===== config.mk =====
export PLATFORM = sky130hd
export DESIGN_NAME = draw_text_box
export DESIGN_NICKNAME = d
export VERILOG_FILES = /design/src/rtl/vga_pkg.sv /design/src/rtl/vga_delay_line.sv /design/src/rtl/draw_text_box.sv
export SDC_FILE = /design/constraint.sdc
export NUM_CORES = 1
export LEC_CHECK = 0
export BUFFER_PORTS_ARGS = -buffer_cell sky130_fd_sc_hd__buf_2
export CAP_MARGIN = 20
export CELL_PAD_IN_SITES_DETAIL_PLACEMENT = 1
export CELL_PAD_IN_SITES_GLOBAL_PLACEMENT = 1
export CORE_UTILIZATION = 49
export DETAILED_ROUTE_END_ITERATION = 8
export PLACE_DENSITY = 0.93
export SETUP_SLACK_MARGIN = 0.5
export SYNTH_ARGS = -nofsm -noshare
export SYNTH_HDL_FRONTEND = slang
export SYNTH_SLANG_ARGS = --single-unit

===== constraint.sdc =====
create_clock -name pclk -period 3.2 [get_ports pclk]
set_input_delay 0 -clock pclk [delete_from_list [all_inputs] [get_ports pclk]]
set_output_delay 0 -clock pclk [all_outputs]
set_load 0.05 [all_outputs]

===== src/rtl/vga_pkg.sv =====
// rtl/vga_pkg.sv - shared VGA constants, settings record and pixel compose helper
package vga_pkg;

  localparam int CHAR_W = 8;
  localparam int CHAR_H = 16;
  localparam int CNT_W  = 11;
  localparam int RGB_W  = 12;

  localparam logic [1:0] MODE_OPAQUE = 2'b00;
  localparam logic [1:0] MODE_TRANSP = 2'b01;
  localparam logic [1:0] MODE_BYPASS = 2'b10;
  localparam logic [1:0] MODE_INVERT = 2'b11;

  // Settings that are captured once per frame so a frame never mixes old and new values.
  typedef struct packed {
    logic [RGB_W-1:0] fg;
    logic [RGB_W-1:0] bg;
    logic [1:0]       mode;
    logic             cursor_en;
    logic [5:0]       cursor_col;
    logic [3:0]       cursor_row;
  } settings_t;

  localparam settings_t SETTINGS_DEFAULT = '{
    fg:         12'hFFF,
    bg:         12'h000,
    mode:       MODE_OPAQUE,
    cursor_en:  1'b0,
    cursor_col: 6'd0,
    cursor_row: 4'd0
  };

  // Final colour of one pixel. A cursor cell swaps fg/bg first; a transparent
  // cursor cell paints its background so the cursor stays visible.
  function automatic logic [RGB_W-1:0] compose_pixel(
    input logic             pix,
    input logic             in_box,
    input logic             cursor,
    input logic [1:0]       mode,
    input logic [RGB_W-1:0] fg,
    input logic [RGB_W-1:0] bg,
    input logic [RGB_W-1:0] under
  );
    logic [RGB_W-1:0] f;
    logic [RGB_W-1:0] b;
    f = cursor ? bg : fg;
    b = cursor ? fg : bg;
    if (!in_box || mode == MODE_BYPASS) begin
      return under;
    end
    case (mode)
      MODE_OPAQUE: return pix ? f : b;
      MODE_TRANSP: return pix ? f : (cursor ? b : under);
      default:     return pix ? b : f;
    endcase
  endfunction

endpackage


===== src/rtl/vga_delay_line.sv =====
// rtl/vga_delay_line.sv - fixed-depth register chain with async active-low reset
module vga_delay_line #(
  parameter int WIDTH = 1,
  parameter int DEPTH = 1
) (
  input  logic             clk,
  input  logic             rst_n,
  input  logic [WIDTH-1:0] din,
  output logic [WIDTH-1:0] dout
);

  logic [WIDTH-1:0] taps [DEPTH];

  // Shift the word one tap per clock; reset flushes every tap to zero.
  always_ff @(posedge clk or negedge rst_n) begin
    if (!rst_n) begin
      for (int i = 0; i < DEPTH; i++) begin
        taps[i] <= '0;
      end
    end else begin
      taps[0] <= din;
      for (int i = 1; i < DEPTH; i++) begin
        taps[i] <= taps[i-1];
      end
    end
  end

  assign dout = taps[DEPTH-1];

endmodule


===== src/rtl/draw_text_box.sv =====
// rtl/draw_text_box.sv - text overlay stage: glyph grid addressing, cursor, compose, timing delay
module draw_text_box
  import vga_pkg::*;
#(
  parameter int BOX_X     = 200,
  parameter int BOX_Y     = 400,
  parameter int COLS      = 30,
  parameter int ROWS      = 1,
  parameter int SCALE_LOG = 0,
  parameter int ROM_LAT   = 2,
  parameter int BLINK_LOG = 5
) (
  input  logic        pclk,
  input  logic        rst,
  input  logic [10:0] hcount_in,
  input  logic [10:0] vcount_in,
  input  logic        hsync_in,
  input  logic        vsync_in,
  input  logic        hblnk_in,
  input  logic        vblnk_in,
  input  logic [11:0] rgb_in,
  input  logic [7:0]  char_pixels,
  input  logic [11:0] fg_rgb,
  input  logic [11:0] bg_rgb,
  input  logic [1:0]  mode,
  input  logic        cursor_en,
  input  logic [5:0]  cursor_col,
  input  logic [3:0]  cursor_row,
  output logic [9:0]  char_xy,
  output logic [3:0]  char_line,
  output logic [10:0] hcount_out,
  output logic [10:0] vcount_out,
  output logic        hsync_out,
  output logic        vsync_out,
  output logic        hblnk_out,
  output logic        vblnk_out,
  output logic [11:0] rgb_out
);

  localparam int LAT   = ROM_LAT + 2;
  localparam int BOX_W = (COLS * CHAR_W) << SCALE_LOG;
  localparam int BOX_H = (ROWS * CHAR_H) << SCALE_LOG;

  // Bounds kept one bit wider than the counters so a box running past 2047 cannot wrap.
  localparam logic [11:0]      X_LO = 12'(BOX_X);
  localparam logic [11:0]      X_HI = 12'(BOX_X + BOX_W);
  localparam logic [11:0]      Y_LO = 12'(BOX_Y);
  localparam logic [11:0]      Y_HI = 12'(BOX_Y + BOX_H);
  localparam logic [CNT_W-1:0] X0   = CNT_W'(BOX_X);
  localparam logic [CNT_W-1:0] Y0   = CNT_W'(BOX_Y);

  localparam int TW = 2 * CNT_W + 4;
  localparam int PW = 1 + 3 + 1 + RGB_W;

  settings_t            sh;
  logic [BLINK_LOG:0]   frame_cnt;
  logic                 frame_start;

  logic                 in_box;
  logic [8:0]           rel_x;
  logic [7:0]           rel_y;
  logic                 cursor_hit;

  logic                 s1_in_box;
  logic [2:0]           s1_bitsel;
  logic                 s1_cursor;
  logic [RGB_W-1:0]     s1_rgb;

  logic                 d_in_box;
  logic [2:0]           d_bitsel;
  logic                 d_cursor;
  logic [RGB_W-1:0]     d_rgb;
  logic                 pix;
  logic [RGB_W-1:0]     rgb_next;

  assign frame_start = (hcount_in == '0) && (vcount_in == '0);

  // Capture settings and advance the blink counter once per frame.
  always_ff @(posedge pclk or negedge rst) begin
    if (!rst) begin
      sh        <= SETTINGS_DEFAULT;
      frame_cnt <= '0;
    end else if (frame_start) begin
      sh.fg         <= fg_rgb;
      sh.bg         <= bg_rgb;
      sh.mode       <= mode;
      sh.cursor_en  <= cursor_en;
      sh.cursor_col <= cursor_col;
      sh.cursor_row <= cursor_row;
      frame_cnt     <= frame_cnt + 1'b1;
    end
  end

  // Box hit test and glyph-space coordinates; offsets are forced to 0 outside the box.
  always_comb begin
    in_box = ({1'b0, hcount_in} >= X_LO) && ({1'b0, hcount_in} < X_HI) &&
             ({1'b0, vcount_in} >= Y_LO) && ({1'b0, vcount_in} < Y_HI);
    rel_x  = '0;
    rel_y  = '0;
    if (in_box) begin
      rel_x = 9'((hcount_in - X0) >> SCALE_LOG);
      rel_y = 8'((vcount_in - Y0) >> SCALE_LOG);
    end
    cursor_hit = in_box && sh.cursor_en && frame_cnt[BLINK_LOG] &&
                 (rel_y[7:4] == sh.cursor_row) && (rel_x[8:3] == sh.cursor_col);
  end

  // Address stage: present cell and glyph row to the ROMs, register per-pixel attributes.
  always_ff @(posedge pclk or negedge rst) begin
    if (!rst) begin
      char_xy   <= '0;
      char_line <= '0;
      s1_in_box <= 1'b0;
      s1_bitsel <= '0;
      s1_cursor <= 1'b0;
      s1_rgb    <= '0;
    end else begin
      char_xy   <= {rel_y[7:4], rel_x[8:3]};
      char_line <= rel_y[3:0];
      s1_in_box <= in_box;
      s1_bitsel <= rel_x[2:0];
      s1_cursor <= cursor_hit;
      s1_rgb    <= rgb_in;
    end
  end

  // Pixel attributes wait out the ROM latency so they meet char_pixels.
  vga_delay_line #(
    .WIDTH (PW),
    .DEPTH (ROM_LAT)
  ) u_attr_dl (
    .clk   (pclk),
    .rst_n (rst),
    .din   ({s1_in_box, s1_bitsel, s1_cursor, s1_rgb}),
    .dout  ({d_in_box, d_bitsel, d_cursor, d_rgb})
  );

  // Timing signals travel the full pipeline so they stay aligned with rgb_out.
  vga_delay_line #(
    .WIDTH (TW),
    .DEPTH (LAT)
  ) u_timing_dl (
    .clk   (pclk),
    .rst_n (rst),
    .din   ({hcount_in, vcount_in, hsync_in, vsync_in, hblnk_in, vblnk_in}),
    .dout  ({hcount_out, vcount_out, hsync_out, vsync_out, hblnk_out, vblnk_out})
  );

  // Pick the glyph bit for this pixel and apply the colour rules.
  always_comb begin
    pix      = char_pixels[3'd7 - d_bitsel];
    rgb_next = compose_pixel(pix, d_in_box, d_cursor, sh.mode, sh.fg, sh.bg, d_rgb);
  end

  // Output register: last pipeline stage.
  always_ff @(posedge pclk or negedge rst) begin
    if (!rst) begin
      rgb_out <= '0;
    end else begin
      rgb_out <= rgb_next;
    end
  end

endmodule


* After elaboration in Yosys (flattened, before gate mapping)
Index checks and enable logic that the tools add are counted.
Storage, ports and cells: register bits after elaboration 224, bits of input ports 85, output and inout bits 52, logic and storage cells 60
Cells by class: $add $sub $neg 4, magnitude comparators 5, equality and inequality tests 4, multiplexer cells 14, reductions and logical operators 13
Operators with widths (number):
- $mux 12 | 8
- $pmux 12 s2 | 1
- $logic_not 11->1 | 2
- $lt 11x9->1 const B | 2
- $ge 11x8->1 const B | 1
- $ge 11x9->1 const B | 1
- $mux 9 | 1
- $sub 9x8->9 const B | 1
- $logic_and 1x1->1 | 8
- $mux 8 | 1
- $sub 8x8->8 const B | 1
- $add 6x1->6 const B | 1
- $eq 6x6->1 | 1
- $eq 4x4->1 | 1
- $lt 3x4->1 const B | 1
- $bmux 1 s3 | 1
- $sub 3x3->3 const A | 1
- $eq 2x1->1 const B | 1
- $eq 2x2->1 const B | 1
- $logic_not 2->1 | 1
- $mux 1 | 2
- $logic_not 1->1 | 1
- $logic_or 1x1->1 | 1

* Logic depth before layout (Yosys ltp)
Gate-level depths: netlist of run 1.
depth in word-level cells 8, gate-level depth with buffers 10, mapped depth without buffers 9

* Hierarchy
Synthesis of run 1 repeated with hierarchy kept, for this count alone.
Second synthesis, totals: cells, all modules 706, area, all modules 8643.3 um2
Modules (own cells, without submodules):
- draw_text_box | instances 1, cells an instance 525, area an instance 4867.2 um2, seq. area each 2167.1 um2
- vga_delay_line (u_timing_dl) | instances 1, cells an instance 130, area an instance 2797.7 um2, seq. area each 2602.5 um2
- vga_delay_line (u_attr_dl) | instances 1, cells an instance 51, area an instance 978.4 um2, seq. area each 850.8 um2

* Least setup slack after synthesis of run 1
OpenSTA, ideal clock, no wires.
kind reg2reg, start point reg u_attr_dl.taps (netlist bit u_attr_dl.dout[14]), end point reg rgb_out[5], library setup time 0.135 ns, data arrival time 1.884 ns, required time 3.065 ns, slack 1.181 ns, stages on the path, launching flop included 9, buffers on the path 2, period minus slack after synthesis 2.019 ns, cell sequence dfrtp_1 > mux4_1 > mux2i_4 > buf_6 > buf_6 > mux2i_1 > nand2_1 > o211ai_1 > nand3_1
Between the ends: longest elaborated chain between the ends 6, elaborated cells between the ends (all ways) 8, classes of those cells add/sub (1); mux (7)
RTL lines:
- start, declared | line vga_delay_line.sv:12 | logic [WIDTH-1:0] taps [DEPTH];
- start signal, assigned by index | line vga_delay_line.sv:23 | taps[i] <= taps[i-1];
- $sub 3x3->3 (*) | line draw_text_box.sv:151 | pix = char_pixels[3'd7 - d_bitsel];
- $bmux 1 s3 (*) | line draw_text_box.sv:151
- $mux 1 (not written as such) (*) | line draw_text_box.sv:151
- $mux 12 (on tied branches) | line vga_pkg.sv:54, vga_pkg.sv:52, vga_pkg.sv:53
- $pmux 12 s2 (*) | line vga_pkg.sv:51 | case (mode)
- $mux 12 (*) | line vga_pkg.sv:51
- net rgb_next[5] | line draw_text_box.sv:74 | logic [RGB_W-1:0] rgb_next;
- end signal, assigned | line draw_text_box.sv:160 | rgb_out <= rgb_next;
- end, declared | line draw_text_box.sv:37 | output logic [11:0] rgb_out
Mark *: on every way through the listed nets, which the timed path passes. The rest lies on a longest branch. The select of a mux whose other input is x is not followed. A chain may end at the register's enable or synchronous reset.

* Worst setup path after layout of run 1
start point reg sh[12] in the netlist's numbering, end point reg rgb_out[2]
Between the ends: longest elaborated chain between the ends 4, elaborated cells between the ends (all ways) 7, classes of those cells eq/ne (2); mux (3); reduce/logical (2)
RTL lines:
- start, declared | line draw_text_box.sv:55 | settings_t sh;
- $eq 2x2->1 | line vga_pkg.sv:48 | if (!in_box || mode == MODE_BYPASS) begin
- $logic_or 1x1->1 | line vga_pkg.sv:48
- $mux 1 | line vga_pkg.sv:48
- $mux 12 (*) | line vga_pkg.sv:51
- net rgb_next[2] | line draw_text_box.sv:74
Mark *: on every way through the listed nets, which the timed path passes. The rest lies on a longest branch.

==> key figures, run 1 <==
Synthesis
  • Post-Syn Area per Cell: 13.4 µm²
  • Mux share of post-synthesis cell area: slightly below 9%
  • Compound-cell area share of the yosys netlist: 8.47%
  • Largest family of logic cells by synthesized area: multiplexers
  • Syn. warnings: 0
  • Synth top area share: a little under two thirds
  • Sequential fraction of the synthesis area: about 68%
  • Leading cell types by count after synthesis: dfrtp_1 (212), nor2_1 (51), nand2_1 (42)
  • #FFs+latches synth: 224
  • Primary FF master, synth: dfrtp_1
  • Mapped Cells: 619
  • Post-synthesis cell area: about 0.0083 mm²
  • Cell variety after synth: 40
  • Net Count, Synth: slightly above 700
  • Post-synth ARST share: 100%
  • Number of enable flip-flop cells after synthesis: 0
  • Synth Area in Simple Gates: under 10%
  • Synthesized-area fraction occupied by xor and xnor cells: 2.32%
  • Most frequent cell after synthesis: dfrtp_1
  • Post-Synth Adder-Cell Area: 0.754%
  • Largest cells by area after synthesis: dfrtp_1 (64%), mux2_2 (4.9%), dfstp_2 (3.8%), mux2i_1 (2.9%), nor2_1 (2.3%)
  • Cell taking the most area after synthesis: dfrtp_1

Placed design
  • DP Area: 0.00908 mm²
  • Routability cong.: approximately 0.8
  • Port-buffer cells: 136
  • Hpwl dp: between 10 and 15 mm
  • Pre-CTS WS: about 0.62 ns

Pwr
  • Sw Pwr: about 1.5 mW
  • Sequential share of power: between 40% and 50%
  • Pwr dens: around 580 mW/mm²
  • Net Sw Frac: between 20 and 25%
  • Clock network fraction of design power: a little over two fifths
  • P_int: between 4 and 5 mW
  • Leakage: slightly below 5 nW
  • Comb power frac: about 7.3%
  • Max VDD drop: 0.479 mV

Cells and area
  • Antenna diode count: 0
  • Core Util, Final: 64.0%
  • Layout area overhead: 28.0%
  • Share of layout cells above drive strength 1: 28.6%
  • Design area: 0.0106 mm²
  • NumNets Final: 910

CTS
  • Number of H-tree levels: 1
  • Post-CTS Resized: 0
  • Skew-Pair Late Insertion Delay: 0.53 ns
  • Number of CTS-inserted buffers: 23
  • CTS tree: yes
  • Root buffer cell: clkbuf_16
  • CTS Buffer Depth: 3
  • Clk slew on worst S/H paths: 0.07 ns
  • CTS sink count: 224

Global routing
  • GRT Total Usage: around 34%
  • Largest net degree at the start of global routing: 131
  • Vias in the first global route: approximately 7.0k
  • Initial antenna violation count: 1
  • Grt total ovfl: 0
  • First-pass GRT wire length: roughly 44 mm

STA
  • Slew Limit Fails: 0
  • TNS Setup: 0 ns
  • RSZ-0062 raised after global routing: false
  • Post-route minimum period: about 2.6 ns
  • Period utilization: between 80% and 90%
  • Worst Tran Pin Value: 1.10 ns
  • Final Setup Violations: 0
  • Clock Skew: roughly 0.021 ns
  • Fmax: about 390 MHz
  • Fin. Hold Viols: 0
  • Worst slew margin: 26.4%
  • Worst Slack Setup Final: about 0.62 ns

Run
  • Max Cap Viol: 0

Floorplan
  • Core region area: roughly 0.017 mm²
  • Die width: about 130 µm
  • Total Die Area: approximately 0.017 mm²
  • I/O pins: 137
  • DIE HEIGHT: 132 µm
  • Initial Util: ~50%
  • Row count: 47

Setup path
  • Startpoint Class: flip-flop
  • Crit path capture type: flip-flop
  • CP required: between 3 and 4 ns
  • Worst R2R Setup Slack: 0.62 ns
  • CP arrival: around 3.0 ns
  • Crit-path max FO: 13
  • Crit path kind: flip-flop to flip-flop

Run status
  • Status: completed

Detailed routing
  • Routed len/inst: between 20 and 30 µm
  • DRT Pass-1 Iters: 7
  • Total wire length: around 29 mm
  • Remaining DRCs: 0
  • Initial drt markers: between 700 and 800
  • Routed via count: ~6.2k
  • Via density: approximately 6
  • DRT antenna net count: 0

Hold path
  • Hold Path Class: input port to flip-flop
what timing repair did:
action | in CTS | in global routing
hold buffers | 76 | 0
endpoints found under the setup margin | 0 | 4
setup buffers | 0 | 4
hold endpoints to repair | 209 | 0
worst max-delay path, stage by stage (launching register included):
cell and delay, ns:
dfrtp_1 0.56, nand2b_1 0.24, nand3_1 0.38, nor3_1 0.65
buf_4 0.30, a222oi_1 0.11, nand3_1 0.23
cell usage in the layout, fill, tap and decap left out, drive strengths merged, types with 12 or more instances in the layout:
cell           n
a222oi        12
a21oi         14
clkbuf        34
mux2i         25
o21ai         13
dfstp         12
dlygate4sd3   76
a31oi         14
buf          153
nand2         42
dfrtp        212
mux2          36
nand3         17
nor2          52
xnor2         14
power by group through the flow:
stage	Clock, mW	Sequential, mW	Combinational (mW)
after floorplan	0	3.04	0.153
after global placement	0	3.01	0.327
after detailed placement	0	3.03	0.344
after CTS	2.67	2.98	0.428
after global routing	2.82	3.00	0.475
final	2.70	2.99	0.447
state kept, by name, indices dropped and copies added (netlist names):
signal and count:
u_timing_dl.taps 78, sh 37, u_timing_dl.dout 26, u_attr_dl.dout 17, u_attr_dl.taps 17, rgb_out 12
s1_rgb 12, char_xy 10, frame_cnt 6, char_line 4, s1_bitsel 3, s1_cursor 1
s1_in_box 1
area by class of cell:
type,count,area (µm²)
clock buffers,34,657
clock inverters,7,78.8
fillers,1629,5960
inverters,8,30.0
multi-input cells,334,2340
flip-flops and latches,224,5620
well taps,220,275
repair buffers,229,1620
final timing paths:
| check | start | to | depth (start not counted) |
|---|---|---|---|
| setup / recovery | sh[12]$_DFFE_PN0P_ | rgb_out[2]$_DFF_PN0_ | 6 |
| hold / removal | rgb_in[3] | s1_rgb[3]$_DFF_PN0_ | 2 |
| setup reg to reg | sh[12]$_DFFE_PN0P_ | rgb_out[2]$_DFF_PN0_ | 6 |
| hold reg to reg | u_attr_dl.taps[27]$_DFF_PN0_ | u_attr_dl.dout[10]$_DFF_PN0_ | 0 |
| max in group asynchronous | rst | u_timing_dl.dout[15]$_DFF_PN0_ | 3 |
| min in group asynchronous | rst | u_timing_dl.taps[75]$_DFF_PN0_ | 2 |
cell families (layout without fill, tap and decap cells):
kind of cell	Yosys count	in the layout
flip-flops	224	224
AND/OR/NAND/NOR	144	144
AO/OA/AOI/OAI	100	100
multiplexers	63	63
buffers and inverters	61	278
XOR/XNOR	22	22
adder cells (fa/ha/maj)	5	5
per-layer routing:
metal,part of all wire (%),global-route usage (%)
met2,51,58.6
met5,0.059,0
met4,5.4,18.0
met1,36,40.4
met3,7.2,6.92
stage by stage:
step	std cells	hold slack [ns]	power, mW
after global placement	935	0.108	3.34
final	1056	0.132	6.14
after CTS	1052	0.110	6.08
after global routing	1056	0.126	6.29
after floorplan	619	-0.296	3.20
after detailed placement	935	0.110	3.37
Power figures use the tool's default switching activity.
==> inputs of run 2 (changes only) <==
CORE_UTILIZATION = 45   (was 49)
PLACE_DENSITY = 0.87   (was 0.93)
clock period = 2.4 ns   (was 3.2 ns; I/O delays follow)
==> key figures, run 2 (synthesized netlist as in run 1, its figures left out) <==
Run status
  • Status: completed (unchanged)

CTS
  • CTS Buffer Depth: 3 (unchanged)
  • CTS sink count: 224 (unchanged)
  • Clk slew on worst S/H paths: 0.07 ns (about the same)
  • Number of H-tree levels: 1 (unchanged)
  • Number of CTS-inserted buffers: 23 (unchanged)
  • Skew-Pair Late Insertion Delay: 0.52 ns (was 0.53 ns)
  • Root buffer cell: clkbuf_16 (unchanged)
  • CTS tree: yes (unchanged)

Placed design
  • Port-buffer cells: 136 (unchanged)
  • Routability cong.: 0.822 (was 0.782)
  • Hpwl dp: 14.9 mm (was 15.0 mm)
  • Pre-CTS WS: 0.0505 ns (was 0.625 ns)

STA
  • TNS Setup: 0 ns (unchanged)
  • Fmax: 424 MHz (was 388 MHz)
  • Worst slew margin: 49.0% (was 26.4%)
  • Worst Tran Pin Value: 0.758 ns (was 1.10 ns)
  • Slew Limit Fails: 0 (unchanged)
  • Worst Slack Setup Final: 0.0398 ns (was 0.622 ns)
  • Final Setup Violations: 0 (unchanged)
  • Fin. Hold Viols: 0 (unchanged)
  • Post-route minimum period: 2.36 ns (was 2.58 ns)
  • RSZ-0062 raised after global routing: true (was false)
  • Clock Skew: 0.0157 ns (was 0.0210 ns)
  • Period utilization: 98.3% (was 80.6%)

Cells and area
  • Max reg flops: 78 (unchanged)
  • Most frequent cells in the layout: dfrtp_1 (212), buf_2 (135), dlygate4sd3_1 (78) (was dfrtp_1 (212), buf_2 (135), dlygate4sd3_1 (76))
  • Layout area overhead: 31.5% (was 28.0%)
  • Biggest register: u_timing_dl.taps (unchanged)
  • Commonest non-fill, non-tap cell in the layout: dfrtp_1 (unchanged)
  • NumNets Final: 930 (was 910)
  • Share of layout cells above drive strength 1: 30.8% (was 28.6%)

Global routing
  • Initial antenna violation count: 3 (was 1)
  • Vias in the first global route: 6947 (was 6983)
  • Grt total ovfl: 0 (unchanged)
  • First-pass GRT wire length: 41.7 mm (was 43.6 mm)
  • GRT Total Usage: 30.5% (was 34.0%)
  • Largest net degree at the start of global routing: 94 (was 131)

Setup path
  • Startpoint Class: flip-flop (unchanged)
  • FF-to-FF path depth: 7 (was 6)
  • CP bufs+invs: 1 (unchanged)
  • Family with the most delay on the worst path: simple AND/OR/NAND/NOR gates (unchanged)
  • Crit path kind: flip-flop to flip-flop (unchanged)
  • Critical path, cell by cell: buf_4 > nor2b_1 > and3b_4 > o22ai_1 > a21boi_0 > a222oi_1 > nand3_1 (was nand2b_1 > nand3_1 > nor3_1 > buf_4 > a222oi_1 > nand3_1)
  • Setup crit start: sh[12]$_DFFE_PN0P_ (unchanged)
  • CP arrival: 2.71 ns (was 3.01 ns)
  • Worst reg2reg path startpoint: sh[12]$_DFFE_PN0P_ (unchanged)
  • Crit path capture type: flip-flop (unchanged)
  • CP max-delay cell: dfrtp_1 (was nor3_1)
  • WP depth: 7 (was 6)
  • Crit-path max FO: 11 (was 13)
  • CP max stage delay: 0.44 ns (was 0.65 ns)
  • CP required: 2.75 ns (was 3.63 ns)

Pwr
  • Max VDD drop: 0.716 mV (was 0.479 mV)
  • Pwr dens: 758 mW/mm² (was 578 mW/mm²)
  • Leakage: 5.07 nW (was 4.95 nW)

Floorplan
  • Row count: 49 (was 47)
  • Initial Util: 46.0% (was 50.0%)
  • DIE HEIGHT: 138 µm (was 132 µm)
  • Total Die Area: 0.0190 mm² (was 0.0175 mm²)
  • I/O pins: 137 (unchanged)
  • Core region area: 0.0180 mm² (was 0.0166 mm²)
  • Die width: 138 µm (was 132 µm)

Detailed routing
  • Via density: 5.81 (was 5.91)
  • Initial drt markers: 594 (was 707)
  • Routed len/inst: 25.9 µm (was 27.2 µm)
  • Routed via count: 6323 (was 6245)
  • DRT antenna net count: 0 (unchanged)
  • DRT Pass-1 Iters: 8 (was 7)
  • Remaining DRCs: 0 (unchanged)
  • Total wire length: 28.1 mm (was 28.7 mm)

Hold path
  • Hold Path Class: input port to flip-flop (unchanged)
  • Hold Startpoint: vcount_in[9] (was rgb_in[3])
  • Hold path cells: 5 (was 2)

Run
  • Max Cap Viol: 0 (unchanged)
==> run 2: changes by cell type in the layout (fill, tap and decap cells not counted), moves of 3 or more <==
| cell | delta |
|---|---|
| clkbuf_1 | +5 |
| clkbuf_8 | -3 |
| mux2i_1 | -3 |
| buf_4 | +11 |
| buf_6 | +3 |
==> run 2: path summary, 6_finish.rpt <==
| kind | to | slack (ns) |
|---|---|---|
| setup / recovery | rgb_out[1]$_DFF_PN0_ | 0.04 |
| hold / removal | char_xy[1]$_DFF_PN0_ | 0.03 |
| setup reg to reg | rgb_out[1]$_DFF_PN0_ | 0.04 |
| hold reg to reg | u_attr_dl.taps[19]$_DFF_PN0_ | 0.34 |
| max in group asynchronous | sh[36]$_DFFE_PN1P_ | 1.47 |
| min in group asynchronous | rgb_out[5]$_DFF_PN0_ | 0.07 |
==> run 2: cell type report <==
class / instances / area (µm²)
fillers: 1791 / 7110
flip-flops and latches: 224 / 5620
multi-input cells: 334 / 2390
repair buffers: 249 / 1830
clock buffers: 36 / 634
well taps: 229 / 287
clock inverters: 6 / 120
inverters: 8 / 30.0
diodes: 2 / 5.00
==> run 2: where the power goes <==
group          leakage [nW]  switching, mW  total (mW)  internal (mW)
combinational          1.98          0.384       0.635          0.251
clock                 0.365           1.51        3.66           2.15
sequential             2.72         0.0732        3.98           3.91
==> run 2: worst register-to-register path: stages (launching register included) <==
cell and delay, ns:
dfrtp_1 0.44, buf_4 0.21, nor2b_1 0.26, and3b_4 0.32
o22ai_1 0.20, a21boi_0 0.13, a222oi_1 0.42, nand3_1 0.21
==> run 2: routing by layer <==
metal / part of all wire, % / GRT usage (%) / vias up
li1: - / - / 2582
met1: 36 / 35.9 / 3220
met2: 52 / 53.3 / 405
met3: 7.0 / 5.30 / 116
met4: 5.4 / 15.6 / 0
met5: 0 / 0 / -
==> run 2: metrics by stage <==
stage / hold WS [ns] / util, % / std cells / power [mW] / area, µm²
after floorplan: -0.296 / - / 619 / 4.26 / 8290
after global placement: 0.0534 / 50.6 / 949 / 4.46 / 9120
after detailed placement: 0.0683 / 50.6 / 949 / 4.50 / 9120
after CTS: 0.0173 / 60.0 / 1078 / 8.24 / 10800
after global routing: 0.0491 / 60.5 / 1088 / 8.50 / 10900
final: 0.0315 / 60.5 / 1088 / 8.27 / 10900
==> run 2: timing repair <==
action,in CTS,in global routing
buffers inserted,8,6
hold endpoints to repair,180,2
gates cloned,1,0
hold buffers,78,2
gates resized for setup,11,12
pin swaps,8,11
endpoints found under the setup margin,12,20
==> inputs of run 3 (changes only) <==
CORE_UTILIZATION = 47   (was 45)
CTS_BUF_LIST = sky130_fd_sc_hd__clkbuf_4 sky130_fd_sc_hd__clkbuf_8   (was unset)
PLACE_DENSITY = 0.9   (was 0.87)
==> key figures, run 3 (synthesized netlist as in run 1, its figures left out) <==
STA
  • Worst Slack Setup Final: -0.346 ns (was 0.0398 ns)
  • Period utilization: 114% (was 98.3%)
  • Fin. Hold Viols: 0 (unchanged)
  • Worst slew margin: 48.5% (was 49.0%)
  • Hold slack: 0.00534 ns (was 0.0315 ns)
  • Slew Limit Fails: 0 (unchanged)
  • Worst Tran Pin Value: 0.771 ns (was 0.758 ns)
  • Post-route minimum period: 2.75 ns (was 2.36 ns)
  • Final Setup Violations: 6 (was 0)
  • RSZ-0062 raised after global routing: true (unchanged)
  • Fmax: 364 MHz (was 424 MHz)
  • Clock Skew: 0.0268 ns (was 0.0157 ns)

Placed design
  • Hpwl dp: 14.5 mm (was 14.9 mm)
  • Routability cong.: 0.822 (about the same)
  • DP Area: 0.00916 mm² (was 0.00912 mm²)
  • Port-buffer cells: 136 (unchanged)
  • Post-placement cell count: 949 (unchanged)

Pwr
  • Pwr dens: 742 mW/mm² (was 758 mW/mm²)
  • Leakage: 5.19 nW (was 5.07 nW)
  • Sw Pwr: 2.03 mW (was 1.96 mW)
  • Max VDD drop: 0.576 mV (was 0.716 mV)
  • Sequential share of power: 48.4% (was 48.1%)
  • Net Sw Frac: 24.7% (was 23.7%)
  • Clock network fraction of design power: 43.7% (was 44.2%)
  • Comb power frac: 7.9% (was 7.7%)
  • P_int: 6.18 mW (was 6.31 mW)

Cells and area
  • Antenna diode count: 0 (was 2)
  • Design area: 0.0111 mm² (was 0.0109 mm²)
  • Biggest register: u_timing_dl.taps (unchanged)
  • Share of layout cells above drive strength 1: 34.9% (was 30.8%)
  • NumNets Final: 949 (was 930)
  • Most frequent cells in the layout: dfrtp_1 (212), buf_2 (135), dlygate4sd3_1 (76) (was dfrtp_1 (212), buf_2 (135), dlygate4sd3_1 (78))
  • Layout area overhead: 33.3% (was 31.5%)
  • Commonest non-fill, non-tap cell in the layout: dfrtp_1 (unchanged)
  • Max reg flops: 78 (unchanged)
  • Final Non-Filler Cells: 1111 (was 1088)

CTS
  • Skew-Pair Late Insertion Delay: 0.55 ns (was 0.52 ns)
  • CTS Buffer Depth: 3 (unchanged)
  • Number of H-tree levels: 2 (was 1)
  • CTS tree: yes (unchanged)
  • Number of CTS-inserted buffers: 36 (was 23)
  • Root buffer cell: clkbuf_8 (was clkbuf_16)
  • CTS sink count: 224 (unchanged)
  • Clk slew on worst S/H paths: 0.07 ns (about the same)

Floorplan
  • Core region area: 0.0173 mm² (was 0.0180 mm²)
  • DIE HEIGHT: 135 µm (was 138 µm)
  • Die width: 135 µm (was 138 µm)
  • I/O pins: 137 (unchanged)
  • Total Die Area: 0.0182 mm² (was 0.0190 mm²)
  • Row count: 48 (was 49)
  • Initial Util: 48.0% (was 46.0%)

Setup path
  • Startpoint Class: flip-flop (unchanged)
  • Crit path kind: flip-flop to flip-flop (unchanged)
  • CP arrival: 3.12 ns (was 2.71 ns)
  • Crit path capture type: flip-flop (unchanged)
  • CP required: 2.77 ns (was 2.75 ns)
  • Crit-path max FO: 7 (was 11)

Detailed routing
  • DRT antenna net count: 0 (unchanged)
  • Routed via count: 6458 (was 6323)
  • Total wire length: 27.5 mm (was 28.1 mm)
  • Initial drt markers: 729 (was 594)
  • Routed len/inst: 24.7 µm (was 25.9 µm)
  • DRT Pass-1 Iters: 9 (was 8)
  • Remaining DRCs: 3 (was 0)
  • Via density: 5.81 (about the same)

Global routing
  • Largest net degree at the start of global routing: 84 (was 94)
  • First-pass GRT wire length: 40.8 mm (was 41.7 mm)
  • Vias in the first global route: 7036 (was 6947)
  • GRT Total Usage: 30.3% (was 30.5%)
  • Initial antenna violation count: 0 (was 3)
  • Grt total ovfl: 0 (unchanged)

Run
  • Max Cap Viol: 0 (unchanged)

Run status
  • Status: finished, violations left (was completed)
  • Failing checks: design-rule violations, negative setup slack

Hold path
  • Hold Path Class: input port to asynchronous set/reset pin (was input port to flip-flop)
## run 3: power groups by stage
stage	clock network [mW]	registers (mW)	logic (mW)
3_5_place_dp	0	4.04	0.463
2_1_floorplan	0	4.06	0.203
4_1_cts	3.61	3.97	0.601
5_1_grt	3.83	3.98	0.684
6_report	3.59	3.98	0.645
3_3_place_gp	0	4.02	0.438
## run 3: metrics by stage
step	TNS (ns)	worst slack, ns	utilization, %	total power, mW
after global placement	0	0.114	53.0	4.46
after detailed placement	-0.0991	-0.0629	53.0	4.50
after floorplan	0	0.433	-	4.26
after CTS	0	0.161	63.0	8.18
final	-0.455	-0.346	64.0	8.21
after global routing	-0.741	-0.359	64.0	8.49
## run 3: worst paths after layout
kind                                                      from                             end  slack, ns  depth (start not counted)
worst max-delay path              u_attr_dl.dout[14]$_DFF_PN0_           rgb_out[10]$_DFF_PN0_      -0.35                          7
worst min-delay path                                       rst              sh[21]$_DFFE_PN0P_      0.005                          2
worst max register to register    u_attr_dl.dout[14]$_DFF_PN0_           rgb_out[10]$_DFF_PN0_      -0.35                          7
worst min register to register  u_timing_dl.taps[95]$_DFF_PN0_  u_timing_dl.taps[69]$_DFF_PN0_       0.34                          0
max in group asynchronous                                  rst              sh[25]$_DFFE_PN1P_       1.52                          3
min in group pclk                                 hcount_in[4]            char_xy[3]$_DFF_PN0_       0.04                          4
## run 3: timing repair
item | 4_1_cts | 5_1_grt
resized for setup | 7 | 18
hold endpoints to repair | 312 | 2
endpoints found under the setup margin | 12 | 60
setup buffers | 8 | 9
pin swaps | 16 | 18
cloned | 2 | 0
hold buffers | 76 | 2
## run 3: metal layers
| layer | vias up | global-route usage [%] | share of wire, % |
|---|---|---|---|
| met4 | 0 | 15.3 | 5.3 |
| met5 | - | 0 | 0 |
| met3 | 143 | 6.23 | 7.7 |
| met1 | 3295 | 35.8 | 35 |
| li1 | 2624 | - | - |
| met2 | 396 | 52.6 | 52 |
## run 3: critical path, stage by stage (launching register included)
cell      delay, ns
dfrtp_1        0.40
mux4_2         0.57
mux2i_4        0.21
buf_12         0.16
mux2i_1        0.22
mux2i_1        0.12
a222oi_1       0.68
a21oi_1        0.22
## run 3: final cells by class
type	instances	area, µm²
Fill cell	1714	6230
Sequential cell	224	5620
Multi-Input combinational cell	334	2400
Timing Repair Buffer	255	1930
Clock buffer	54	706
Tap cell	225	282
Clock inverter	11	95.1
Inverter	8	30.0
